<file path="src/rtl/serial_tx_frame.sv">
// UART-style frame serialiser: start bit, DATA_BITS data, optional parity, 1-2 stop bits.
// Start bit appears on the edge that accepts start; a new start is taken only when idle or in the done cycle.
module serial_tx_frame #(
  parameter int DATA_BITS    = 8,
  parameter int CLKS_PER_BIT = 1,
  parameter int PARITY_MODE  = 0,
  parameter int STOP_BITS    = 1,
  parameter int MSB_FIRST    = 1
) (
  input  logic                 baud_clk,
  input  logic                 reset,
  input  logic                 start,
  input  logic [DATA_BITS-1:0] data_in,
  output logic                 bit_out_tx,
  output logic                 busy,
  output logic                 serial_end,
  output logic                 done
);

  localparam int CW = (CLKS_PER_BIT > 1) ? $clog2(CLKS_PER_BIT) : 1;
  localparam int BW = $clog2(DATA_BITS);

  localparam logic [CW-1:0] CYC_LAST  = CW'(CLKS_PER_BIT - 1);
  localparam logic [BW-1:0] DATA_LAST = BW'(DATA_BITS - 1);
  localparam logic [BW-1:0] STOP_LAST = BW'(STOP_BITS - 1);

  generate
    if (PARITY_MODE < 0 || PARITY_MODE > 2) begin : g_bad_parity
      $error("serial_tx_frame: PARITY_MODE must be 0, 1 or 2");
    end
    if (STOP_BITS != 1 && STOP_BITS != 2) begin : g_bad_stop
      $error("serial_tx_frame: STOP_BITS must be 1 or 2");
    end
    if (CLKS_PER_BIT < 1) begin : g_bad_cpb
      $error("serial_tx_frame: CLKS_PER_BIT must be at least 1");
    end
    if (DATA_BITS < 5 || DATA_BITS > 16) begin : g_bad_width
      $error("serial_tx_frame: DATA_BITS must be in 5..16");
    end
  endgenerate

  typedef enum logic [2:0] {
    IDLE,
    START,
    DATA,
    PARITY,
    STOP
  } state_t;

  state_t               state_q, state_d;
  logic [CW-1:0]        cyc_q, cyc_d;
  logic [BW-1:0]        bit_q, bit_d;
  logic [DATA_BITS-1:0] shreg_q, shreg_d;
  logic                 par_q, par_d;
  logic                 tx_q, tx_d;

  logic                 bit_end;
  logic                 last_cycle;
  logic                 accept;
  logic                 next_bit;
  logic [DATA_BITS-1:0] shifted;

  assign bit_end    = (cyc_q == CYC_LAST);
  assign last_cycle = (state_q == STOP) && (bit_q == STOP_LAST) && bit_end;
  assign accept     = start && ((state_q == IDLE) || last_cycle);

  // The outgoing data bit is always taken from the shift register's leading end.
  assign next_bit = (MSB_FIRST != 0) ? shreg_q[DATA_BITS-1] : shreg_q[0];
  assign shifted  = (MSB_FIRST != 0) ? (shreg_q << 1) : (shreg_q >> 1);

  always_ff @(posedge baud_clk) begin
    if (reset) begin
      state_q <= IDLE;
      cyc_q   <= '0;
      bit_q   <= '0;
      shreg_q <= '0;
      par_q   <= 1'b0;
      tx_q    <= 1'b1;
    end else begin
      state_q <= state_d;
      cyc_q   <= cyc_d;
      bit_q   <= bit_d;
      shreg_q <= shreg_d;
      par_q   <= par_d;
      tx_q    <= tx_d;
    end
  end

  always_comb begin
    state_d = state_q;
    cyc_d   = cyc_q;
    bit_d   = bit_q;
    shreg_d = shreg_q;
    par_d   = par_q;
    tx_d    = tx_q;

    if (state_q != IDLE) begin
      cyc_d = bit_end ? '0 : cyc_q + 1'b1;
    end

    case (state_q)
      IDLE: begin
        tx_d = 1'b1;
      end
      START: begin
        if (bit_end) begin
          state_d = DATA;
          tx_d    = next_bit;
          shreg_d = shifted;
          bit_d   = '0;
        end
      end
      DATA: begin
        if (bit_end) begin
          if (bit_q == DATA_LAST) begin
            bit_d = '0;
            if (PARITY_MODE != 0) begin
              state_d = PARITY;
              tx_d    = par_q;
            end else begin
              state_d = STOP;
              tx_d    = 1'b1;
            end
          end else begin
            bit_d   = bit_q + 1'b1;
            tx_d    = next_bit;
            shreg_d = shifted;
          end
        end
      end
      PARITY: begin
        if (bit_end) begin
          state_d = STOP;
          tx_d    = 1'b1;
          bit_d   = '0;
        end
      end
      STOP: begin
        if (bit_end) begin
          if (bit_q == STOP_LAST) begin
            state_d = IDLE;
            bit_d   = '0;
          end else begin
            bit_d = bit_q + 1'b1;
          end
          tx_d = 1'b1;
        end
      end
      default: begin
        state_d = IDLE;
        tx_d    = 1'b1;
      end
    endcase

    // Acceptance overrides the end-of-frame return to IDLE, giving gapless back-to-back frames.
    if (accept) begin
      state_d = START;
      tx_d    = 1'b0;
      shreg_d = data_in;
      par_d   = (PARITY_MODE == 2) ? ~(^data_in) : ^data_in;
      cyc_d   = '0;
      bit_d   = '0;
    end
  end

  assign bit_out_tx = tx_q;
  assign busy       = (state_q != IDLE);
  assign serial_end = (state_q == IDLE);
  assign done       = last_cycle;

endmodule

</file>
<file path="config.mk">
export PLATFORM = sky130hd
export DESIGN_NAME = serial_tx_frame
export DESIGN_NICKNAME = d
export VERILOG_FILES = /design/src/rtl/serial_tx_frame.sv
export SDC_FILE = /design/constraint.sdc
export NUM_CORES = 1
export LEC_CHECK = 0
export ABC_AREA = 1
export CORE_UTILIZATION = 50
export CTS_CLUSTER_SIZE = 10
export DETAILED_ROUTE_END_ITERATION = 12
export HOLD_SLACK_MARGIN = 0.1
export PLACE_DENSITY_LB_ADDON = 0.25
export SLEW_MARGIN = 30
export SYNTH_ARGS = -nofsm -noshare
export SYNTH_HDL_FRONTEND = slang
export SYNTH_SLANG_ARGS = --single-unit
</file>
<file path="constraint.sdc">
create_clock -name baud_clk -period 1.8 [get_ports baud_clk]
set_input_delay 0.18 -clock baud_clk [delete_from_list [all_inputs] [get_ports baud_clk]]
set_output_delay 0.18 -clock baud_clk [all_outputs]
set_load 0.02 [all_outputs]
</file>
== Word level (Yosys, flattened, before mapping) ==
Cells that the tools add are included.
Word-level totals
  input bits: 11
  logic and storage cells: 74
  bits in registers: 16
Operators by class
  mux-type cells: 26
  $add $sub $neg: 2
  bitwise logic cells: 2
  reductions and logical operators: 17
  eq/ne operators: 21
Operators by type and width (number)
  two-way mux 3 bit: 11
  two-way mux 8 bit: 4
  != test 3 bit (second input constant): 6
  one-hot mux 8 bit (2 select lines): 1
  one-hot mux 3 bit (5 select lines): 1
  AND reduction 7 bit: 2
  != test 2 bit (second input constant): 6
  one-hot mux 3 bit (3 select lines): 1
  nonzero test 3 bit: 3
  AND reduction 4 bit: 2
  two-way mux 1 bit: 7
  == test 3 x 2 -> 1 bit (second input constant): 2
  == test 3 bit (second input constant): 2
  zero test 3 bit: 2
  != test 3 x 2 -> 1 bit (second input constant): 2
  OR reduction 2 bit: 3
  != test 2 x 1 -> 1 bit (second input constant): 2
  adder 3 x 1 -> 3 bit (second input constant): 1
  == test 3 x 1 -> 1 bit (second input constant): 1
  logical AND 1 bit: 3
  one-hot mux 1 bit (3 select lines): 1
  AND reduction 3 bit: 1
  inverter 1 bit: 2
  adder 1 bit (second input constant): 1
  logical OR 1 bit: 1

== Depth between registers and ports, before layout ==
Gate-level depths: netlist of the first run.
  depth after elaboration: 7
  mapped depth: 9

== Worst setup path before layout of the first run ==
OpenSTA, ideal clock, no wires.
  path kind: register -> register
  from: register bit_q[0]
  to: register tx_q (netlist: bit_out_tx)
  setup slack: 477 ps
  clock period less this slack: 1323 ps
  arrival: 1206 ps
  cell stages (with the launch flop): 9
  path buffers: 0
  setup time: 116 ps
  path through: dfxtp_1 > ha_1 > ha_1 > inv_1 > nand3_2 > nand2_4 > clkinv_4 > o21ai_1 > nand2_1
On the way
  word-level cells in the longest chain between the ends: 7
  elaborated cells on any way between the ends: 14
  those cells by class: eq/ne: 4; mux: 4; reduce/logical: 6
RTL lines
  start: declaration: RTL line 52  | logic [BW-1:0] bit_q, bit_d;
  start signal: assignment: RTL line 82  | bit_q <= bit_d;
  zero test 3 bit: RTL line 64  | assign last_cycle = (state_q == STOP) && (bit_q == STOP_LAST) && bit_end;
  logical AND 1 bit (2 in series): RTL line 64
  logical OR 1 bit: RTL line 65  | assign accept = start && ((state_q == IDLE) || last_cycle);
  logical AND 1 bit: RTL line 65
  != test 3 x 2 -> 1 bit (no source line) / != test 3 bit (equally long branches)
  AND reduction 3 bit (no source line)
  end signal: assignment: RTL line 85  | tx_q <= tx_d;
  end: declaration: RTL line 55  | logic tx_q, tx_d;
Parallel ways exist; a longest one is shown, timed or not. The select of a mux whose other input is x is not followed.
A chain may end at the register's enable or synchronous reset.

== Final worst setup path of the first run ==
  from: register bit_q[0]
  to: output port done
On the way
  word-level cells in the longest chain between the ends: 3
RTL lines
  zero test 3 bit: RTL line 64
  logical AND 1 bit (2 in series): RTL line 64
  end: declaration: RTL line 17  | output logic done
Every way passes these cells.

==> flow_metrics.tcl, run 1 <==
set metrics [dict create \
    status "complete, no violations" \
    drt-total-wl_um 1620 \
    dieArea_um2 1873 \
    max_freq_mhz 619.6 \
    avgRoutedWirePerCell_um 11.33 \
    yosys.area.top_type_share_pct 35.24 \
    worstSetupEndpointType "output pin" \
    hold_buffers 0 \
    synth_largest_area_cell "dfxtp_1" \
    h-tree-depth 1 \
    synth.net_count 123 \
    drt_drc_violations_left 0 \
    r2r_start "bit_q[0]" \
    dr_wl_met3_um 55 \
    period_minus_slack_ps 1614 \
    worst_pin_slew_ps 299.4 \
    slew-limit-headroom_pct 80.01 \
    cts_root_buf "clkbuf_4" \
    num_antenna_cells 0 \
    gr-usage-all-layers_pct 19.88 \
    post_cts_buffers 0 \
    cp.required_ps 1620 \
    fill_cells 141 \
    ys_ff_latch 15 \
    ys_seq_area_share_pct 35.24 \
    netlist_instances 109 \
    r2r_slack_ps 330 \
    grt_pass1_wl_um 2856 \
    chipWidth_um 43.28 \
    initial_core_util_pct 55.28 \
    p_per_area_nw_per_um2 709.5 \
    tns_ps 0 \
    port-buffer-count 14 \
    hold_viol_final 0 \
    grt_pass1_vias 686 \
    ys_types 24 \
    cp_max_fo 4 \
    startpoint "bit_q[0]" \
    rsz0062_at_grt "false" \
    place_congestion 0.8558 \
    synth.area.top_cells "dfxtp_1 35%, nand2_1 11%, nand3_2 9.4%" \
    yosys_warnings 0 \
    cts_buffers 3 \
    final_common_cell "nand2_1" \
    hp-class "flip-flop to flip-flop" \
    layout_common_cells "26 x nand2_1, 15 x dfxtp_1, 11 x inv_1, 11 x clkdlybuf4s50_1, 9 x nand3_1" \
    irDropWorstVdd_v 0.0004828 \
    area_growth_pct 22.61 \
    first_pass_iters 4 \
    skew_ps 1.763 \
    multi_input_area_um2 473.0 \
    synthesis.area_um2 852.1 \
    cp.arrival_ps 1430 \
    top_layer "met3" \
    nNetsFinal 142 \
    drt-met1-wl_um 752 \
    syn_avg_cell_area_um2 7.817 \
    crit_path_start_kind "flip-flop" \
    reg2regPathDepth 7 \
    vias 738 \
    drive_above_1_share_pct 24.41 \
    cts.sinks 15 \
    finalSetupViolCount 0 \
    criticalPathCategory "flip-flop to output pin" \
    grt.overflow.total 0 \
    holdWs_ps 483.3 \
    antenna_found_initial 0 \
    drv_cap 0 \
    cts_tree "done" \
    reg2reg_to "bit_q[0]" \
    core.rowCount 14 \
    antenna_left 0 \
    period_share_pct 89.66 \
    path_clk_slew_ps 90 \
    ios 15 \
    chipHeight_um 43.28 \
    core_um2 1541 \
    dr_wl_met2_um 812 \
    clockBufferDepth 2 \
    grt_max_degree 14 \
    first_iter_violations 11 \
    clk_latency_ps 280 \
    register_area_um2 300.3 \
    crit_end "done" \
    finalMaxSlewViolations 0 \
    p_leak_nw 0.4576 \
    ctsResizeCount 1 \
    viasPerCell 5.161 \
    hpwl_um 1222 \
]
metal layers:
metal	up-vias	global-route usage, %
met5	-	0
met4	0	7.273
met3	0	2.553
met2	13	33.43
met1	340	25.65
li1	385	-
worst max-delay path, cell delays in order, from the launching register on:
cell	delay, ps
dfxtp_1	380
inv_1	60
ha_1	180
nand2_1	150
nor2_1	80
dlygate4sd2_1	320
sequential cells by signal, indices dropped and copies added (netlist names):
signal / cells
shreg_q: 8
bit_out_tx: 1
bit_q: 3
state_q: 3
area by class of cell:
type	instances	area share, %
Clock buffer	4	2.515
Inverter	14	5.629
Multi-Input combinational cell	77	45.27
Sequential cell	15	28.74
Tap cell	16	1.916
Timing Repair Buffer	17	15.93
logic make-up after synthesis:
kind of cell	after synthesis	share of synthesized area, %
simple gates	60	38.47
buf+inv	17	9.249
flops	15	35.24
compound gates	14	12.63
fa+ha+maj	3	4.406
cell usage after synthesis:
master     n
inv_2      1
nand2_2    1
nand3_1    9
nand3b_1   2
nand4_1    1
nand2_4    2
clkinv_4   1
o21ai_1    1
clkbuf_1   1
nand3_2    8
a21oi_2    7
buf_2      1
nor3b_2    1
ha_1       3
nor2_2     2
nor2_1     8
inv_1     11
buf_6      1
dfxtp_1   15
a21oi_4    1
a21oi_1    3
o21ai_0    2
clkinv_2   1
nand2_1   26
worst min-delay path by stage:
stage / slack [ps] / startpoint / endpoint / cells after the start
after floorplan: 340 / data_in[0] / shreg_q[0] / 2
after global placement: 470 / shreg_q[7] / bit_out_tx / 2
after detailed placement: 470 / shreg_q[7] / shreg_q[7] / 2
final: 480 / shreg_q[2] / shreg_q[2] / 2
after global routing: 500 / shreg_q[2] / shreg_q[2] / 2
after CTS: 480 / data_in[0] / shreg_q[0] / 3
metrics by stage:
stage               instance area (um^2)  std cells  util (%)  setup WS (ps)  total power, W
floorplan                          852.1        109         -          477.5       0.0004992
global placement                    1015        139     65.83          259.9       0.0005554
detailed placement                  1015        139     65.83          220.1       0.0005605
CTS                                 1040        143     67.45          16.82       0.0007504
global route                        1045        143     67.78          54.15       0.0007853
finish                              1045        143     67.78          186.1       0.0007413
where the power goes:
part           total (W)  internal (W)  switching (W)
registers       0.000367      0.000353      0.0000136
logic           0.000185     0.0000781       0.000107
clock network   0.000190     0.0000859       0.000104
total           0.000741      0.000517       0.000224
(Power assumes the default switching activity.)
==> inputs of run 2 (changes only) <==
--- a/config.mk
+++ b/config.mk
@@ -9,9 +9,9 @@
 export CORE_UTILIZATION = 50
 export CTS_CLUSTER_SIZE = 10
 export DETAILED_ROUTE_END_ITERATION = 12
-export HOLD_SLACK_MARGIN = 0.1
 export PLACE_DENSITY_LB_ADDON = 0.25
 export SLEW_MARGIN = 30
 export SYNTH_ARGS = -nofsm -noshare
 export SYNTH_HDL_FRONTEND = slang
 export SYNTH_SLANG_ARGS = --single-unit
+export TNS_END_PERCENT = 100
==> results of run 2 <==
The final DEF is identical to that of run 1; final timing and power are the same.
